[config.mk]
export PLATFORM = sky130hd
export DESIGN_NAME = rx_symbol_align_ctrl
export DESIGN_NICKNAME = d
export VERILOG_FILES = /design/src/rtl/rx_symbol_align_ctrl.sv
export SDC_FILE = /design/constraint.sdc
export NUM_CORES = 1
export LEC_CHECK = 0
export CORE_MARGIN = 5
export CORE_UTILIZATION = 30
export CTS_CLUSTER_SIZE = 8
export DETAILED_ROUTE_END_ITERATION = 10
export GPL_TIMING_DRIVEN = 0
export PLACE_DENSITY = 0.49
export SLEW_MARGIN = 5
export SYNTH_ARGS = -nofsm -noshare
export SYNTH_HDL_FRONTEND = slang
export SYNTH_SLANG_ARGS = --single-unit
[constraint.sdc]
create_clock -name CLK -period 6.9 [get_ports CLK]
set_clock_uncertainty 0.2 [all_clocks]
set_input_delay 1.035 -clock CLK [delete_from_list [all_inputs] [get_ports CLK]]
set_output_delay 1.035 -clock CLK [all_outputs]
set_load 0.1 [all_outputs]
[src/rtl/rx_symbol_align_ctrl.sv]
// K28.5 comma alignment controller for the 10-bit parallel receive stream.
// Define RX_ALIGN_LOCK_STATS_EN to add the Lock_Loss_Count statistics output.
module rx_symbol_align_ctrl #(
  parameter int DATA_WIDTH     = 10,
  parameter int LOCK_COUNT     = 3,
  parameter int ERR_LIMIT      = 4,
  parameter int SEARCH_TIMEOUT = 1024
) (
  input  logic                  CLK,
  input  logic                  Rst,
  input  logic [DATA_WIDTH-1:0] Data_in,
  input  logic                  Data_valid,
  input  logic                  Align_En,
  output logic [DATA_WIDTH-1:0] Data_out,
  output logic                  Data_out_valid,
  output logic                  K285,
  output logic [3:0]            Offset,
  output logic                  Symbol_Lock,
`ifdef RX_ALIGN_LOCK_STATS_EN
  output logic                  Cdr_Restart,
  output logic [15:0]           Lock_Loss_Count
`else
  output logic                  Cdr_Restart
`endif
);

  localparam logic [DATA_WIDTH-1:0] COMMA_NEG   = 10'b0011111010;
  localparam logic [DATA_WIDTH-1:0] COMMA_POS   = 10'b1100000101;
  localparam logic [3:0]            LOCK_MAX    = 4'(LOCK_COUNT);
  localparam logic [3:0]            ERR_MAX     = 4'(ERR_LIMIT);
  localparam logic [15:0]           TIMEOUT_MAX = 16'(SEARCH_TIMEOUT);

  typedef enum logic [1:0] {
    SEARCH    = 2'd0,
    CANDIDATE = 2'd1,
    LOCKED    = 2'd2
  } state_t;

  state_t                  state_q, state_d;
  logic [DATA_WIDTH-1:0]   prev_q, prev_d;
  logic [3:0]              offset_q, offset_d;
  logic [3:0]              cand_off_q, cand_off_d;
  logic [3:0]              lock_cnt_q, lock_cnt_d;
  logic [3:0]              err_cnt_q, err_cnt_d;
  logic [15:0]             timeout_q, timeout_d;
  logic                    cdr_restart_q, cdr_restart_d;
  logic [DATA_WIDTH-1:0]   data_out_q, data_out_d;
  logic                    data_out_valid_q, data_out_valid_d;
  logic                    k285_q, k285_d;

  // The LSB of Data_in never starts a candidate, so the window drops it.
  logic [2*DATA_WIDTH-2:0] window;
  logic [DATA_WIDTH-1:0]   cand [DATA_WIDTH];
  logic [DATA_WIDTH-1:0]   is_comma;
  logic                    hit;
  logic [3:0]              hit_off;
  logic [DATA_WIDTH-1:0]   sel_cand;
  logic                    sel_comma;

  always_comb begin
    window    = {prev_q, Data_in[DATA_WIDTH-1:1]};
    hit       = 1'b0;
    hit_off   = '0;
    sel_cand  = '0;
    sel_comma = 1'b0;
    for (int k = 0; k < DATA_WIDTH; k++) begin
      cand[k]     = window[2*DATA_WIDTH-2-k -: DATA_WIDTH];
      is_comma[k] = (cand[k] == COMMA_NEG) || (cand[k] == COMMA_POS);
    end
    // Scanning downward lets the lowest matching offset win.
    for (int k = DATA_WIDTH-1; k >= 0; k--) begin
      if (is_comma[k]) begin
        hit     = 1'b1;
        hit_off = 4'(k);
      end
    end
    for (int k = 0; k < DATA_WIDTH; k++) begin
      if (offset_q == 4'(k)) begin
        sel_cand  = cand[k];
        sel_comma = is_comma[k];
      end
    end
  end

  always_ff @(posedge CLK) begin
    if (Rst) begin
      state_q          <= SEARCH;
      prev_q           <= '0;
      offset_q         <= '0;
      cand_off_q       <= '0;
      lock_cnt_q       <= '0;
      err_cnt_q        <= '0;
      timeout_q        <= '0;
      cdr_restart_q    <= 1'b0;
      data_out_q       <= '0;
      data_out_valid_q <= 1'b0;
      k285_q           <= 1'b0;
    end else begin
      state_q          <= state_d;
      prev_q           <= prev_d;
      offset_q         <= offset_d;
      cand_off_q       <= cand_off_d;
      lock_cnt_q       <= lock_cnt_d;
      err_cnt_q        <= err_cnt_d;
      timeout_q        <= timeout_d;
      cdr_restart_q    <= cdr_restart_d;
      data_out_q       <= data_out_d;
      data_out_valid_q <= data_out_valid_d;
      k285_q           <= k285_d;
    end
  end

  always_comb begin
    state_d       = state_q;
    offset_d      = offset_q;
    cand_off_d    = cand_off_q;
    lock_cnt_d    = lock_cnt_q;
    err_cnt_d     = err_cnt_q;
    timeout_d     = timeout_q;
    cdr_restart_d = 1'b0;
    prev_d        = Data_valid ? Data_in : prev_q;
    if (Data_valid && Align_En) begin
      unique case (state_q)
        SEARCH: begin
          if (hit) begin
            cand_off_d = hit_off;
            lock_cnt_d = 4'd1;
            timeout_d  = '0;
            if (LOCK_COUNT == 1) begin
              state_d   = LOCKED;
              offset_d  = hit_off;
              err_cnt_d = '0;
            end else begin
              state_d = CANDIDATE;
            end
          end else if (timeout_q + 16'd1 == TIMEOUT_MAX) begin
            cdr_restart_d = 1'b1;
            timeout_d     = '0;
          end else begin
            timeout_d = timeout_q + 16'd1;
          end
        end
        CANDIDATE: begin
          if (hit && hit_off == cand_off_q) begin
            if (lock_cnt_q + 4'd1 == LOCK_MAX) begin
              state_d    = LOCKED;
              offset_d   = cand_off_q;
              err_cnt_d  = '0;
              lock_cnt_d = LOCK_MAX;
            end else begin
              lock_cnt_d = lock_cnt_q + 4'd1;
            end
          end else if (hit) begin
            cand_off_d = hit_off;
            lock_cnt_d = 4'd1;
          end
        end
        LOCKED: begin
          if (hit && hit_off == offset_q) begin
            err_cnt_d = '0;
          end else if (hit) begin
            if (err_cnt_q + 4'd1 == ERR_MAX) begin
              state_d   = SEARCH;
              timeout_d = '0;
              err_cnt_d = '0;
            end else begin
              err_cnt_d = err_cnt_q + 4'd1;
            end
          end
        end
        default: state_d = SEARCH;
      endcase
    end
  end

  // The datapath keeps running while alignment is frozen.
  always_comb begin
    data_out_d       = data_out_q;
    k285_d           = k285_q;
    data_out_valid_d = 1'b0;
    if (Data_valid) begin
      data_out_d       = sel_cand;
      k285_d           = sel_comma;
      data_out_valid_d = 1'b1;
    end
  end

  always_comb begin
    Data_out       = data_out_q;
    Data_out_valid = data_out_valid_q;
    K285           = k285_q;
    Offset         = offset_q;
    Symbol_Lock    = (state_q == LOCKED);
    Cdr_Restart    = cdr_restart_q;
  end

`ifdef RX_ALIGN_LOCK_STATS_EN
  logic [15:0] lock_loss_q, lock_loss_d;
  logic        lock_lost;

  always_comb begin
    lock_lost   = (state_q == LOCKED) && (state_d == SEARCH);
    lock_loss_d = lock_loss_q;
    if (lock_lost && lock_loss_q != 16'hFFFF) begin
      lock_loss_d = lock_loss_q + 16'd1;
    end
  end

  always_ff @(posedge CLK) begin
    if (Rst) begin
      lock_loss_q <= '0;
    end else begin
      lock_loss_q <= lock_loss_d;
    end
  end

  assign Lock_Loss_Count = lock_loss_q;
`endif

endmodule

* Word-level counts from Yosys, hierarchy flattened
Index checks and enable logic that the tools add are counted.
** Storage, ports and cells
- Register bits after elaboration :: 57
- Bits in latches :: 0
- Bits in writable memories :: 0
- Bits in read-only memories :: 0
- Bits of input ports :: 14
- Output and inout port bits :: 18
- Word-level logic and storage cells :: 153
- Memories kept :: 0
** Operators by class
- $add $sub $neg :: 3
- Multiply operators :: 0
- Divide/modulo/power cells :: 0
- $lt $le $gt $ge :: 0
- Equal/unequal tests :: 44
- Shifts and indexed selects :: 0
- Mux-type cells :: 68
- Bitwise logic cells :: 2
- Reductions and logical operators :: 25
** Operators by type and width (count)
- $eq 10x10->1 const B :: 10
- $eq 10x8->1 const B :: 10
- $mux 10 :: 10
- $mux 16 :: 5
- $mux 4 :: 20
- $pmux 16 s2 :: 1
- $pmux 4 s2 :: 3
- $mux 1 :: 22
- $eq 4x3->1 const B :: 5
- $add 16x1->16 const B :: 1
- $eq 16x11->1 const B :: 1
- $eq 4x2->1 const B :: 3
- $mux 2 :: 6
- $logic_or 1x1->1 :: 10
- $ne 2x2->1 const B :: 5
- $reduce_and 5->1 :: 2
- $add 4x1->4 const B :: 2
- $eq 4x4->1 :: 2
- $eq 4x4->1 const B :: 2
- $reduce_and 7->1 :: 1
- $pmux 2 s3 :: 1
- $reduce_bool 2->1 :: 3
- $eq 4x1->1 const B :: 1
- $logic_not 4->1 :: 1
- other kinds (11) :: 15

* Logic depth before layout (Yosys ltp)
- Depth in word-level cells :: 16
- Mapped depth :: 13

* Worst setup path after synthesis
No wires, ideal clock.
- Path kind :: input -> register
- Start point :: in Data_in[8]
- End point :: reg err_cnt_q[3]
- Library setup time :: 70 ps
- Arrival :: 3512 ps
- Slack :: 3118 ps
- Cell stages on the path :: 10
- Path buffers :: 2
- Cell sequence :: clkbuf_2 > or3b_2 > o31a_1 > and3_1 > a32oi_1 > and4b_4 > a31oi_2 > buf_6 > or4_1 > a21oi_1
** On the way
- Word-level cells in the longest chain between the ends :: 16
- Elaborated cells between the ends (all ways) :: 53
- Classes of those cells :: 20 x eq/ne; 22 x mux; 11 x reduce/logical
** Ends and longest elaborated chain
- start, declared :: RTL line 11 : input logic [DATA_WIDTH-1:0] Data_in,
- $eq 10x8->1 or $eq 10x10->1 (tied branches) :: RTL line 68 : is_comma[k] = (cand[k] == COMMA_NEG) || (cand[k] == COMMA_POS);
- $logic_or 1x1->1 :: RTL line 68
- $mux 4 (10 in a row) :: RTL line 72 : if (is_comma[k]) begin
- $eq 4x4->1 (on tied branches) :: RTL line 159, 144
- $logic_and 1x1->1 (on tied branches) :: RTL line 159, 144
- $ne 3x1->1 (no line) (tied with other cells)
- $reduce_and 5->1 (no line) or $pmux 4 s2 (tied branches)
- end signal, assigned :: RTL line 104 : err_cnt_q <= err_cnt_d;
- end, declared :: RTL line 44 : logic [3:0] err_cnt_q, err_cnt_d;
Several ways; a longest one is shown, not always the timed one.
A chain may end at the register's enable or synchronous reset.

* Worst setup path after layout
- Start point :: in Data_in[5]
- End point :: reg timeout_q[11]
** On the way
- Word-level cells in the longest chain between the ends :: 16
- Elaborated cells between the ends (all ways) :: 42
- Classes of those cells :: 13 x eq/ne; 22 x mux; 7 x reduce/logical
** Ends and longest elaborated chain
- $eq 10x8->1 or $eq 10x10->1 (tied branches) :: RTL line 68
- $logic_or 1x1->1 :: RTL line 68
- $mux 4 (10 in a row) :: RTL line 72
- $eq 4x4->1 :: RTL line 159 : if (hit && hit_off == offset_q) begin
- $logic_and 1x1->1 :: RTL line 159
- $ne 2x2->1 (no line)
- $reduce_and 5->1 (no line)
- end signal, assigned :: RTL line 105 : timeout_q <= timeout_d;
- end, declared :: RTL line 45 : logic [15:0] timeout_q, timeout_d;
Several ways; a longest one is shown, not always the timed one.

==> metrics.txt <==
# TYPE chip_impl_metric gauge
chip_impl_metric{name="detailed_place.area",unit="sq um"} 4880
chip_impl_metric{name="syn_nets",unit=""} 595
chip_impl_metric{name="dr_total_vias",unit=""} 4699
chip_impl_metric{name="global_route_wire_length_before_repair",unit="microns"} 23600
chip_impl_info{name="critPathLaunchType",value="primary input"} 1
chip_impl_metric{name="crit_buf_inv",unit=""} 3
chip_impl_metric{name="stdcell_count",unit=""} 803
chip_impl_metric{name="drtAntennaViolNets",unit=""} 0
chip_impl_metric{name="chipHeight",unit="microns"} 130
chip_impl_metric{name="power-per-cell-area",unit="nW/um^2"} 182
chip_impl_metric{name="area_growth_syn_to_layout",unit="%"} 19.3
chip_impl_info{name="critical_path.startpoint",value="Data_in[5]"} 1
chip_impl_metric{name="synth_enable_flop_cells",unit=""} 0
chip_impl_info{name="ordered_cell_list_for_the_critical_path",value="clkdlybuf4s50_1 -> clkbuf_1 -> nor2b_1 -> nand4_1 -> o21ai_0 -> nor4_1 -> xor2_1 -> o2111a_1 -> a2bb2oi_1 -> nor2_1 -> buf_2 -> a311oi_1"} 1
chip_impl_metric{name="std_cell_rows",unit=""} 44
chip_impl_metric{name="grt_antenna_before_repair",unit=""} 0
chip_impl_info{name="cp_top_family",value="buffers and inverters"} 1
chip_impl_metric{name="postCtsSetupRepairBufs",unit=""} 0
chip_impl_metric{name="synthesis.yosys.warnings",unit=""} 0
chip_impl_metric{name="final.setup.worst_slack",unit="ns"} 2.30
chip_impl_metric{name="fmax",unit="MHz"} 217
chip_impl_metric{name="post-route-drc-count",unit=""} 0
chip_impl_info{name="yosys.area.top_type",value="sky130_fd_sc_hd__dfxtp_1"} 1
chip_impl_metric{name="hold_buffers",unit=""} 0
chip_impl_info{name="origin_of_the_critical_flop_to_flop_path",value="prev_q[6]"} 1
chip_impl_info{name="critPathSlowestCell",value="sky130_fd_sc_hd__nor4_1"} 1
chip_impl_metric{name="crit_path_max_incr_delay",unit="ns"} 0.62
chip_impl_metric{name="drt_first_pass_iters",unit=""} 7
chip_impl_metric{name="ctsResizeCount",unit=""} 0
chip_impl_metric{name="global_route.usage.total",unit="%"} 17.6
chip_impl_metric{name="detail_route.iter0.violations",unit=""} 547
chip_impl_metric{name="worstPathRequired",unit="ns"} 6.95
chip_impl_metric{name="vdd.ir_drop.worst",unit="V"} 0.000111
chip_impl_metric{name="nNetsFinal",unit=""} 636
chip_impl_metric{name="netlist.area_leader.share",unit="%"} 26.2
chip_impl_metric{name="grt_pass1_vias",unit=""} 4559
chip_impl_metric{name="post_synth.cell_area_avg",unit="sq um"} 7.59
chip_impl_metric{name="postRouteWirelength",unit="microns"} 14900
chip_impl_metric{name="syn_area",unit="sq um"} 4350
chip_impl_info{name="worstHoldStart",value="Data_out[4]"} 1
chip_impl_metric{name="setup-tns-final",unit="ns"} 0
chip_impl_metric{name="max_slew_violation_count",unit=""} 0
chip_impl_metric{name="power",unit="mW"} 0.945
chip_impl_metric{name="tritoncts.num_buffers",unit=""} 9
chip_impl_metric{name="n_fill_cell",unit=""} 1512
chip_impl_metric{name="report.final.hold_viol_count",unit=""} 0
chip_impl_metric{name="globalplace.congestion",unit=""} 0.876
chip_impl_metric{name="initial_utilization",unit="%"} 30.3
chip_impl_metric{name="final.period_utilization",unit="%"} 66.7
chip_impl_metric{name="max-cap-violations",unit=""} 0
chip_impl_info{name="end_kind",value="flip-flop"} 1
chip_impl_metric{name="dp_cells",unit=""} 787
chip_impl_metric{name="ctsLongestPathBuffers",unit=""} 2
chip_impl_metric{name="die_width",unit="microns"} 130
chip_impl_metric{name="synth-async-reset-ratio",unit="%"} 0
chip_impl_metric{name="antenna-diode-count",unit=""} 0
chip_impl_metric{name="critPathMaxFanout",unit=""} 10
chip_impl_metric{name="core",unit="sq um"} 14400
chip_impl_metric{name="finalCriticalPeriod",unit="ns"} 4.60
chip_impl_metric{name="globalRouteOverflowTotal",unit=""} 0
chip_impl_metric{name="actual_transition_at_the_worst_max_transition_pin",unit="ns"} 1.05
chip_impl_metric{name="post-route-cell-area",unit="sq um"} 5190
chip_impl_metric{name="ys_seq_area_share",unit="%"} 26.2
chip_impl_info{name="synth_top_flop_cell",value="sky130_fd_sc_hd__dfxtp_1"} 1
chip_impl_metric{name="buffer_ports.inserted",unit=""} 30
chip_impl_info{name="cts_tree",value="yes"} 1
chip_impl_info{name="run_status",value="finished, final reports clean"} 1
chip_impl_metric{name="cp_data_arrival_time",unit="ns"} 4.65
chip_impl_metric{name="detail_route.wl_per_cell",unit="microns"} 18.5
chip_impl_info{name="rsz0062_at_grt",value="false"} 1
chip_impl_metric{name="synthesized_netlist_cell_count",unit=""} 573
chip_impl_info{name="hold_path.class",value="reg -> reg"} 1
chip_impl_metric{name="placement.setup.worst_slack",unit="ns"} 2.02
chip_impl_metric{name="floorplan.die_area",unit="sq um"} 17000
chip_impl_metric{name="post_route_cells_drive_above_1_share",unit="%"} 6.14
chip_impl_metric{name="endpoints_failing_setup",unit=""} 0
chip_impl_metric{name="io_pins",unit=""} 32
chip_impl_info{name="synth_top_cells_by_area",value="sky130_fd_sc_hd__dfxtp_1 26%, sky130_fd_sc_hd__nor2_1 6.6%, sky130_fd_sc_hd__mux2i_1 6.0%, sky130_fd_sc_hd__clkbuf_1 3.4%, sky130_fd_sc_hd__nand2_1 3.3%"} 1
chip_impl_metric{name="grt_max_degree",unit=""} 11
chip_impl_metric{name="leakagePower",unit="nW"} 1.78
chip_impl_metric{name="dpl.hpwl",unit="microns"} 10600
chip_impl_metric{name="worst_slew_margin_rel",unit="%"} 29.5
chip_impl_metric{name="clock_sinks",unit=""} 57
chip_impl_metric{name="cts.clk_slew.worst_paths",unit="ns"} 0.06
chip_impl_info{name="ctsRootBufferMaster",value="sky130_fd_sc_hd__clkbuf_16"} 1
chip_impl_info{name="timing_worst_setup_path_type",value="in -> reg"} 1
chip_impl_metric{name="yosys.cell_types.count",unit=""} 73
chip_impl_metric{name="clk-insertion-delay-late",unit="ns"} 0.34
chip_impl_metric{name="deepest_level_of_the_cts_h_tree",unit=""} 3
chip_impl_metric{name="via_per_inst",unit=""} 5.85
chip_impl_metric{name="synth-seq-cells",unit=""} 57
## through the flow
| stage | util, % | hold slack (ns) |
|---|---|---|
| final | 36.1 | 0.281 |
| after floorplan | - | 0.248 |
| after detailed placement | 34.0 | 0.269 |
| after global placement | 34.0 | 0.265 |
| after global routing | 36.1 | 0.293 |
| after CTS | 36.1 | 0.279 |
## placed cells by master (no fill, tap or decap), drive strengths merged, types with 5 or more instances in the layout
cell,n
ha,8
nand2,38
nor2b,13
nor3,19
clkbuf,52
clkdlybuf4s50,30
and2,9
a222oi,6
o21ai,21
xor2,5
a32oi,6
a21oi,26
dfxtp,57
buf,14
a211oi,11
a31oi,18
nand3,17
a22oi,18
nor2,76
a311oi,8
nor4,11
nand2b,7
inv,12
mux2i,26
nand4,10
a41oi,5
## metal layers
| metal | GRT usage, % | part of all wire (%) | vias up |
|---|---|---|---|
| met5 | 0 | 0 | - |
| li1 | - | - | 2263 |
| met2 | 27.3 | 44 | 151 |
| met3 | 3.09 | 5.1 | 43 |
| met4 | 7.92 | 3.0 | 0 |
| met1 | 23.8 | 48 | 2242 |
## flip-flops by register name, indices dropped and copies added, names as in the netlist
register,count
timeout_q,16
Offset,4
Data_out,10
lock_cnt_q,4
prev_q,10
err_cnt_q,4
Cdr_Restart,1
cand_off_q,4
K285,1
Data_out_valid,1
state_q,2
## worst paths after layout
path,to,slack [ns],cells after the start
worst max-delay path,timeout_q[11],2.30,12
worst min-delay path,Data_out[4],0.28,2
worst max register to register,timeout_q[6],3.11,12
worst min register to register,Data_out[4],0.28,2
## report_power, final
group	total, mW	internal (mW)	switching, mW	leakage [nW]
registers	0.343	0.337	0.00575	0.463
logic	0.126	0.0392	0.0863	1.17
clock network	0.477	0.299	0.177	0.149
total	0.945	0.676	0.270	1.78
## cell type report
cell class                 instances  area (sq um)  area share [%]
buffer                            54           223            4.29
clock buffer                      12           256            4.94
clock inverter                     4          51.3           0.989
inverter                          12          45.0           0.868
multi-input combinational        450          2940            56.7
sequential                        57          1140            22.0
tap                              184           230            4.44
timing repair buffer              30           300            5.79
## Yosys cell counts (4+ instances only)
library cell               count
sky130_fd_sc_hd__a311oi_1      8
sky130_fd_sc_hd__buf_2         9
sky130_fd_sc_hd__mux2i_1      26
sky130_fd_sc_hd__a211oi_1     11
sky130_fd_sc_hd__inv_1        12
sky130_fd_sc_hd__nand4_1      10
sky130_fd_sc_hd__ha_1          8
sky130_fd_sc_hd__xor2_1        5
sky130_fd_sc_hd__o21ai_0      20
sky130_fd_sc_hd__or3_1         4
sky130_fd_sc_hd__nand2b_1      7
sky130_fd_sc_hd__nor3b_1       4
sky130_fd_sc_hd__a22oi_1      18
sky130_fd_sc_hd__nor2b_1      13
sky130_fd_sc_hd__xnor2_1       4
sky130_fd_sc_hd__and3_1        4
sky130_fd_sc_hd__buf_1         4
sky130_fd_sc_hd__and2_1        9
sky130_fd_sc_hd__a21oi_1      26
sky130_fd_sc_hd__dfxtp_1      57
sky130_fd_sc_hd__o21a_1        4
sky130_fd_sc_hd__a31oi_1      17
sky130_fd_sc_hd__nand2_1      38
sky130_fd_sc_hd__or4_1         4
sky130_fd_sc_hd__a221oi_1      4
sky130_fd_sc_hd__a41oi_1       4
sky130_fd_sc_hd__a222oi_1      6
sky130_fd_sc_hd__nand3_1      17
sky130_fd_sc_hd__nor4_1       11
sky130_fd_sc_hd__a32oi_1       6
sky130_fd_sc_hd__nor3_1       19
sky130_fd_sc_hd__clkbuf_1     39
sky130_fd_sc_hd__nor2_1       76
sky130_fd_sc_hd__nor4b_1       4
## cells by family (layout without fill, tap and decap cells)
family,after synthesis,in the layout,share of synthesized area [%]
buffers and inverters,66,112,6.15
multiplexers,26,26,5.98
adder cells (fa/ha/maj),8,8,2.30
flip-flops,57,57,26.2
XOR/XNOR,9,9,1.81
AND/OR/NAND/NOR,245,245,29.9
AO/OA/AOI/OAI,162,162,27.7
## worst min-delay path: cells and delay by family (launching register included)
kind / cells / cell delay, ns
flops: 1 / 0.31
compound gates: 1 / 0.06
simple gates: 1 / 0.07
No activity file was read; power rests on OpenSTA's default activity.
